--- src/rtl/sdram_req_arbiter.sv ---
// Round-robin arbiter sharing one SDRAM command FSM between NUM_REQ requesters and refresh.
// Optional age promotion of starved requesters is enabled by defining SDRAM_ARB_AGE_PROMOTE_EN.
module sdram_req_arbiter #(
  parameter int unsigned NUM_REQ    = 4,
  parameter int unsigned ID_WIDTH   = 2,
  parameter int unsigned ADDR_WIDTH = 32,
  parameter int unsigned MAX_WAIT   = 64
) (
  input  logic                          HCLK,
  input  logic                          HRESETn,
  input  logic [NUM_REQ-1:0]            req_valid_i,
  input  logic [NUM_REQ-1:0]            req_write_i,
  input  logic [NUM_REQ*ADDR_WIDTH-1:0] req_addr_i,
  output logic [NUM_REQ-1:0]            req_ack_o,
  output logic [NUM_REQ-1:0]            req_done_o,
  output logic                          cmd_valid_o,
  output logic                          cmd_write_o,
  output logic [ADDR_WIDTH-1:0]         cmd_addr_o,
  output logic [ID_WIDTH-1:0]           cmd_id_o,
  input  logic                          cmd_ready_i,
  input  logic                          cmd_done_i,
  input  logic                          refresh_req_i,
  output logic                          refresh_gnt_o,
  input  logic                          refresh_done_i,
  output logic                          busy_o
);

  typedef enum logic [1:0] {S_IDLE, S_ISSUE, S_BUSY, S_REFRESH} state_t;

  localparam logic [ID_WIDTH:0]   NUM_REQ_W = (ID_WIDTH+1)'(NUM_REQ);
  localparam logic [ID_WIDTH-1:0] LAST_ID   = ID_WIDTH'(NUM_REQ - 1);

  if (NUM_REQ < 2 || NUM_REQ > 8 || (2**ID_WIDTH) < NUM_REQ || MAX_WAIT < 1) begin : g_bad_cfg
    $error("sdram_req_arbiter: illegal parameter combination");
  end

  state_t                  state_q, state_d;
  logic [ID_WIDTH-1:0]     rr_q, rr_d;
  logic [ID_WIDTH-1:0]     id_q, id_d;
  logic [ADDR_WIDTH-1:0]   addr_q, addr_d;
  logic                    write_q, write_d;
  logic                    cmd_valid_q, cmd_valid_d;
  logic [NUM_REQ-1:0]      ack_q, ack_d;
  logic [NUM_REQ-1:0]      done_q, done_d;
  logic                    rgnt_q, rgnt_d;
  logic                    busy_q, busy_d;

  logic                    accept;
  logic [2*NUM_REQ-1:0]    valid_dup;
  logic [NUM_REQ-1:0]      valid_rot;
  logic [ID_WIDTH-1:0]     rr_off;
  logic [ID_WIDTH:0]       rr_sum;
  logic [ID_WIDTH-1:0]     rr_id;
  logic [ID_WIDTH-1:0]     grant_id;
  logic [ADDR_WIDTH-1:0]   sel_addr;
  logic                    sel_write;

  assign accept = (state_q == S_ISSUE) && cmd_valid_q && cmd_ready_i;

  // Rotating the doubled request vector by rr_q turns the wrap-around scan into a
  // plain lowest-set-bit search; the offset is then added back modulo NUM_REQ.
  assign valid_dup = {req_valid_i, req_valid_i};
  assign valid_rot = valid_dup[rr_q +: NUM_REQ];

  always_comb begin
    rr_off = '0;
    for (int unsigned i = NUM_REQ; i > 0; i--) begin
      if (valid_rot[i-1]) rr_off = ID_WIDTH'(i - 1);
    end
  end

  assign rr_sum = {1'b0, rr_q} + {1'b0, rr_off};
  assign rr_id  = (rr_sum >= NUM_REQ_W) ? ID_WIDTH'(rr_sum - NUM_REQ_W) : rr_sum[ID_WIDTH-1:0];

`ifdef SDRAM_ARB_AGE_PROMOTE_EN
  localparam int unsigned      AGE_W   = $clog2(MAX_WAIT) + 1;
  localparam logic [AGE_W-1:0] AGE_MAX = AGE_W'(MAX_WAIT);

  logic [AGE_W-1:0]    age_q [NUM_REQ];
  logic [ID_WIDTH-1:0] promo_id;
  logic                promo_hit;

  always_ff @(posedge HCLK or negedge HRESETn) begin
    if (!HRESETn) begin
      for (int unsigned k = 0; k < NUM_REQ; k++) age_q[k] <= '0;
    end else begin
      for (int unsigned k = 0; k < NUM_REQ; k++) begin
        if (accept && id_q == ID_WIDTH'(k)) begin
          age_q[k] <= '0;
        end else if (req_valid_i[k] && age_q[k] != AGE_MAX) begin
          age_q[k] <= age_q[k] + AGE_W'(1);
        end
      end
    end
  end

  always_comb begin
    promo_hit = 1'b0;
    promo_id  = '0;
    for (int unsigned i = NUM_REQ; i > 0; i--) begin
      if (req_valid_i[i-1] && age_q[i-1] == AGE_MAX) begin
        promo_hit = 1'b1;
        promo_id  = ID_WIDTH'(i - 1);
      end
    end
  end

  assign grant_id = promo_hit ? promo_id : rr_id;
`else
  assign grant_id = rr_id;
`endif

  always_comb begin
    sel_addr  = '0;
    sel_write = 1'b0;
    for (int unsigned k = 0; k < NUM_REQ; k++) begin
      if (grant_id == ID_WIDTH'(k)) begin
        sel_addr  = req_addr_i[k*ADDR_WIDTH +: ADDR_WIDTH];
        sel_write = req_write_i[k];
      end
    end
  end

  always_comb begin
    state_d     = state_q;
    rr_d        = rr_q;
    id_d        = id_q;
    addr_d      = addr_q;
    write_d     = write_q;
    cmd_valid_d = cmd_valid_q;
    ack_d       = '0;
    done_d      = '0;
    rgnt_d      = rgnt_q;
    case (state_q)
      S_IDLE: begin
        if (refresh_req_i) begin
          state_d = S_REFRESH;
          rgnt_d  = 1'b1;
        end else if (|req_valid_i) begin
          state_d     = S_ISSUE;
          cmd_valid_d = 1'b1;
          id_d        = grant_id;
          addr_d      = sel_addr;
          write_d     = sel_write;
        end
      end
      S_ISSUE: begin
        if (accept) begin
          state_d     = S_BUSY;
          cmd_valid_d = 1'b0;
          ack_d       = NUM_REQ'(1) << id_q;
        end
      end
      S_BUSY: begin
        if (cmd_done_i) begin
          state_d = S_IDLE;
          done_d  = NUM_REQ'(1) << id_q;
          rr_d    = (id_q == LAST_ID) ? '0 : id_q + ID_WIDTH'(1);
        end
      end
      S_REFRESH: begin
        if (refresh_done_i) begin
          state_d = S_IDLE;
          rgnt_d  = 1'b0;
        end
      end
      default: state_d = S_IDLE;
    endcase
    busy_d = (state_d != S_IDLE);
  end

  always_ff @(posedge HCLK or negedge HRESETn) begin
    if (!HRESETn) begin
      state_q     <= S_IDLE;
      rr_q        <= '0;
      id_q        <= '0;
      addr_q      <= '0;
      write_q     <= 1'b0;
      cmd_valid_q <= 1'b0;
      ack_q       <= '0;
      done_q      <= '0;
      rgnt_q      <= 1'b0;
      busy_q      <= 1'b0;
    end else begin
      state_q     <= state_d;
      rr_q        <= rr_d;
      id_q        <= id_d;
      addr_q      <= addr_d;
      write_q     <= write_d;
      cmd_valid_q <= cmd_valid_d;
      ack_q       <= ack_d;
      done_q      <= done_d;
      rgnt_q      <= rgnt_d;
      busy_q      <= busy_d;
    end
  end

  assign req_ack_o     = ack_q;
  assign req_done_o    = done_q;
  assign cmd_valid_o   = cmd_valid_q;
  assign cmd_write_o   = write_q;
  assign cmd_addr_o    = addr_q;
  assign cmd_id_o      = id_q;
  assign refresh_gnt_o = rgnt_q;
  assign busy_o        = busy_q;

endmodule
--- config.mk ---
export PLATFORM = sky130hd
export DESIGN_NAME = sdram_req_arbiter
export DESIGN_NICKNAME = d
export VERILOG_FILES = /design/src/rtl/sdram_req_arbiter.sv
export SDC_FILE = /design/constraint.sdc
export NUM_CORES = 1
export LEC_CHECK = 0
export ABC_AREA = 1
export CELL_PAD_IN_SITES_DETAIL_PLACEMENT = 1
export CELL_PAD_IN_SITES_GLOBAL_PLACEMENT = 1
export CORE_MARGIN = 2
export CORE_UTILIZATION = 25
export CTS_CLUSTER_DIAMETER = 60
export DETAILED_ROUTE_END_ITERATION = 12
export PLACE_DENSITY = 0.91
export SYNTH_ARGS = -nofsm -noshare
export SYNTH_HDL_FRONTEND = slang
export SYNTH_SLANG_ARGS = --single-unit
--- constraint.sdc ---
create_clock -name HCLK -period 2.6 [get_ports HCLK]
set_clock_uncertainty 0.15 [all_clocks]
set_input_delay 0.52 -clock HCLK [delete_from_list [all_inputs] [get_ports HCLK]]
set_output_delay 0.52 -clock HCLK [all_outputs]
set_load 0.02 [all_outputs]
==> impl_metrics.toml <==
[outcome]
outcome = "complete, but fails checks"
violations = "negative setup slack"

[floorplanning]
start_util_pct = 25.7
fp-row-count = 41
die_x_um = 118
die_h_um = 118
core_um2 = 12700
dieArea_um2 = 14000
io_pins = 188

[critical_path]
crit_slowest_cell = "dlygate4sd2_1"
path_cells = "dlygate4sd2_1 > nand2_2 > nand3_2 > nand2_2 > nand3_2 > a21boi_2 > ha_2 > xnor2_2 > inv_1 > nand2_2 > nand2_4 > buf_6 > nor2_4 > buf_12 > clkbuf_16 > nand2_4 > nand3_2 > nand2_1 > nand2_1"
cp.buffers_inverters = 5
crit_path_end_kind = "register"
critPathKind = "in -> reg"
cp.arrival_ns = 2.73
rr_endpoint = "cmd_addr_o[21]"
critPathLaunchType = "input pin"
crit_family = "simple AND/OR/NAND/NOR gates"
r2r_setup_slack_ns = -0.05
cp.required_ns = 2.68
r2r_start = "rr_q[0]"
cp_max_fo = 6
reg2regPathDepth = 18
critical-path-max-stage-delay_ns = 0.28

[placed_design]
placed_area_um2 = 5460
dpl_worst_slack_ns = -0.513
hpwlAfterDp_um = 10800
place.gp.congestion = 0.850
io_buffers = 187

[synthesis]
synthesis.area_um2 = 3260
synthCells = 496
synth_edf_count = 0
ys_warn_count = 0
syn-mean-instance-area_um2 = 6.56
synth_nets = 643
ys_types = 25
synth_top_area_share_pct = 38.4
async_flop_share_pct = 100
yosys-top-cells-area = "dfrtp_1 38%, nand2_1 21%, nand3_1 9.1%, inv_1 7.8%, o21ai_1 7.5%"
ys_ff_latch = 50
ys_seq_area_share_pct = 38.4
synth_flop_cell = "dfrtp_1"
synth_area_leader_cell = "dfrtp_1"

[clock_network]
cts_hold_buf = 0
cts_buffers = 5
htree_levels = 2
cts-root-buf = "clkbuf_16"
worstSkewPairLatency_ns = 0.29
cts_num_sinks = 50
clkTransAtPathRegs_ns = 0.07
clk_path_buf_depth = 2
tritoncts = "yes"

[timing]
rsz0062_at_grt = "true"
setup_viol = 23
period_share_pct = 102
hold_viol = 0
layout_min_cycle_time_ns = 2.65
max_freq_ghz = 0.377
setup_slack_ns = -0.0535
worstMarginPinSlew_ns = 0.956
max_slew_margin_pct = 36.1
drv_slew = 0

[power]
peakVddDrop_mv = 0.945
seqPwrFrac_pct = 13.2
leakage_nw = 3.08
power.internal_mw = 5.12
p_per_area_nw_per_um2 = 1650
p_sw_share_pct = 49.6
p_switching_mw = 5.05
combPwrFrac_pct = 79.3
clockPowerShare_pct = 7.5

[final_layout]
num-nets-final = 852
syn_to_final_growth_pct = 89.5
design_area_um2 = 6170
final_cell_mix = "182 x clkdlybuf4s50_1, 146 x nand2_1, 68 x inv_1"
fillerInstances = 1551
diodes = 0
final_layout_size_suffix_gt1_share_pct = 20.1
layout.cells.most_common = "clkdlybuf4s50_1"

[route]
drt-vias-per-instance = 4.74
vias = 4161
wl_per_cell_um = 18.0
first_iter_violations = 138
firstDrtPassIters = 4
wl_um = 15800
drc_errors = 0
antenna_left = 0

[grt]
antenna_found_initial = 0
grt_pass1_wl_um = 23100
grt_overflow = 0
first_global_vias = 4474
grt_max_degree = 36
track_usage_pct = 20.6

[min_path]
hp-class = "in -> async"

[run]
cap_violations = 0
Yosys cell counts (3+ instances only):
cell type / n
or2_2: 3
nand2_1: 181
buf_2: 3
buf_4: 9
o21ai_1: 49
dfrtp_1: 50
nand3_1: 59
clkbuf_1: 10
nand4_1: 9
nor2_1: 19
ha_1: 5
o21ai_0: 11
inv_1: 68
inv_2: 4
stage by stage:
stage	std cells	setup TNS, ns	total power [mW]	utilization, %	hold slack (ns)
4_1_cts	872	0	9.08	45.8	0.137
5_1_grt	878	-4.59	10.9	48.7	0.164
3_3_place_gp	853	-8.44	7.18	43.1	0.313
3_5_place_dp	853	-15.19	7.47	43.1	0.314
6_report	878	-0.545	10.2	48.7	0.117
2_1_floorplan	496	0	4.94	-	0.0744
final cells by class:
type | instances | area (um^2) | area share [%]
clock buffers | 5 | 125 | 2.03
repair buffers | 227 | 2340 | 38.0
inverters | 72 | 273 | 4.42
well taps | 172 | 215 | 3.49
multi-input cells | 349 | 1920 | 31.0
flip-flops and latches | 50 | 1250 | 20.3
clock inverters | 3 | 45.0 | 0.730
cell families (layout without fill, tap and decap cells):
group / Yosys count / in the layout / share of synthesized area [%]
fa+ha+maj: 5 / 5 / 1.92
buf+inv: 97 / 307 / 12.8
xor+xnor: 1 / 1 / 0.269
compound gates: 61 / 61 / 9.45
flops: 50 / 50 / 38.4
simple gates: 282 / 282 / 37.1
registers in the layout (all words and copies together) (netlist names):
signal,cells
cmd_valid_o,1
rr_q,2
cmd_id_o,2
cmd_write_o,1
req_done_o,4
cmd_addr_o,32
refresh_gnt_o,1
state_q,2
req_ack_o,4
busy_o,1
layer usage:
metal	vias up	routed length (um)	GRT usage (%)	share of wire, %
li1	1960	-	-	-
met1	2032	6240	23.0	39
met2	149	8580	39.6	54
met3	20	742	3.88	4.7
met4	0	253	5.57	1.6
met5	-	0	0	0
power groups by stage:
stage          combinational, mW  clock (mW)  sequential (mW)
6_report                    8.07       0.759             1.34
5_1_grt                     8.71       0.802             1.38
4_1_cts                     6.96       0.785             1.34
3_5_place_dp                6.14           0             1.34
3_3_place_gp                5.87           0             1.32
2_1_floorplan               3.30           0             1.63
worst max path at each step:
stage | from | depth (start not counted) | slack, ns | to
after detailed placement | req_valid_i[1] | 16 | -0.51 | cmd_addr_o[22]
final | req_valid_i[1] | 19 | -0.05 | cmd_addr_o[21]
after global routing | rr_q[0] | 18 | -0.19 | cmd_addr_o[12]
after CTS | rr_q[1] | 17 | 0.01 | cmd_addr_o[10]
after floorplan | req_valid_i[1] | 15 | 0.32 | cmd_addr_o[0]
after global placement | req_valid_i[1] | 16 | -0.30 | cmd_addr_o[31]
timing repair:
action | CTS | global route
gates resized for setup | 15 | 89
setup endpoints to repair | 33 | 33
pin swaps | 5 | 33
buffers inserted | 9 | 5
gates cloned | 2 | 3
(Power assumes the default switching activity.)
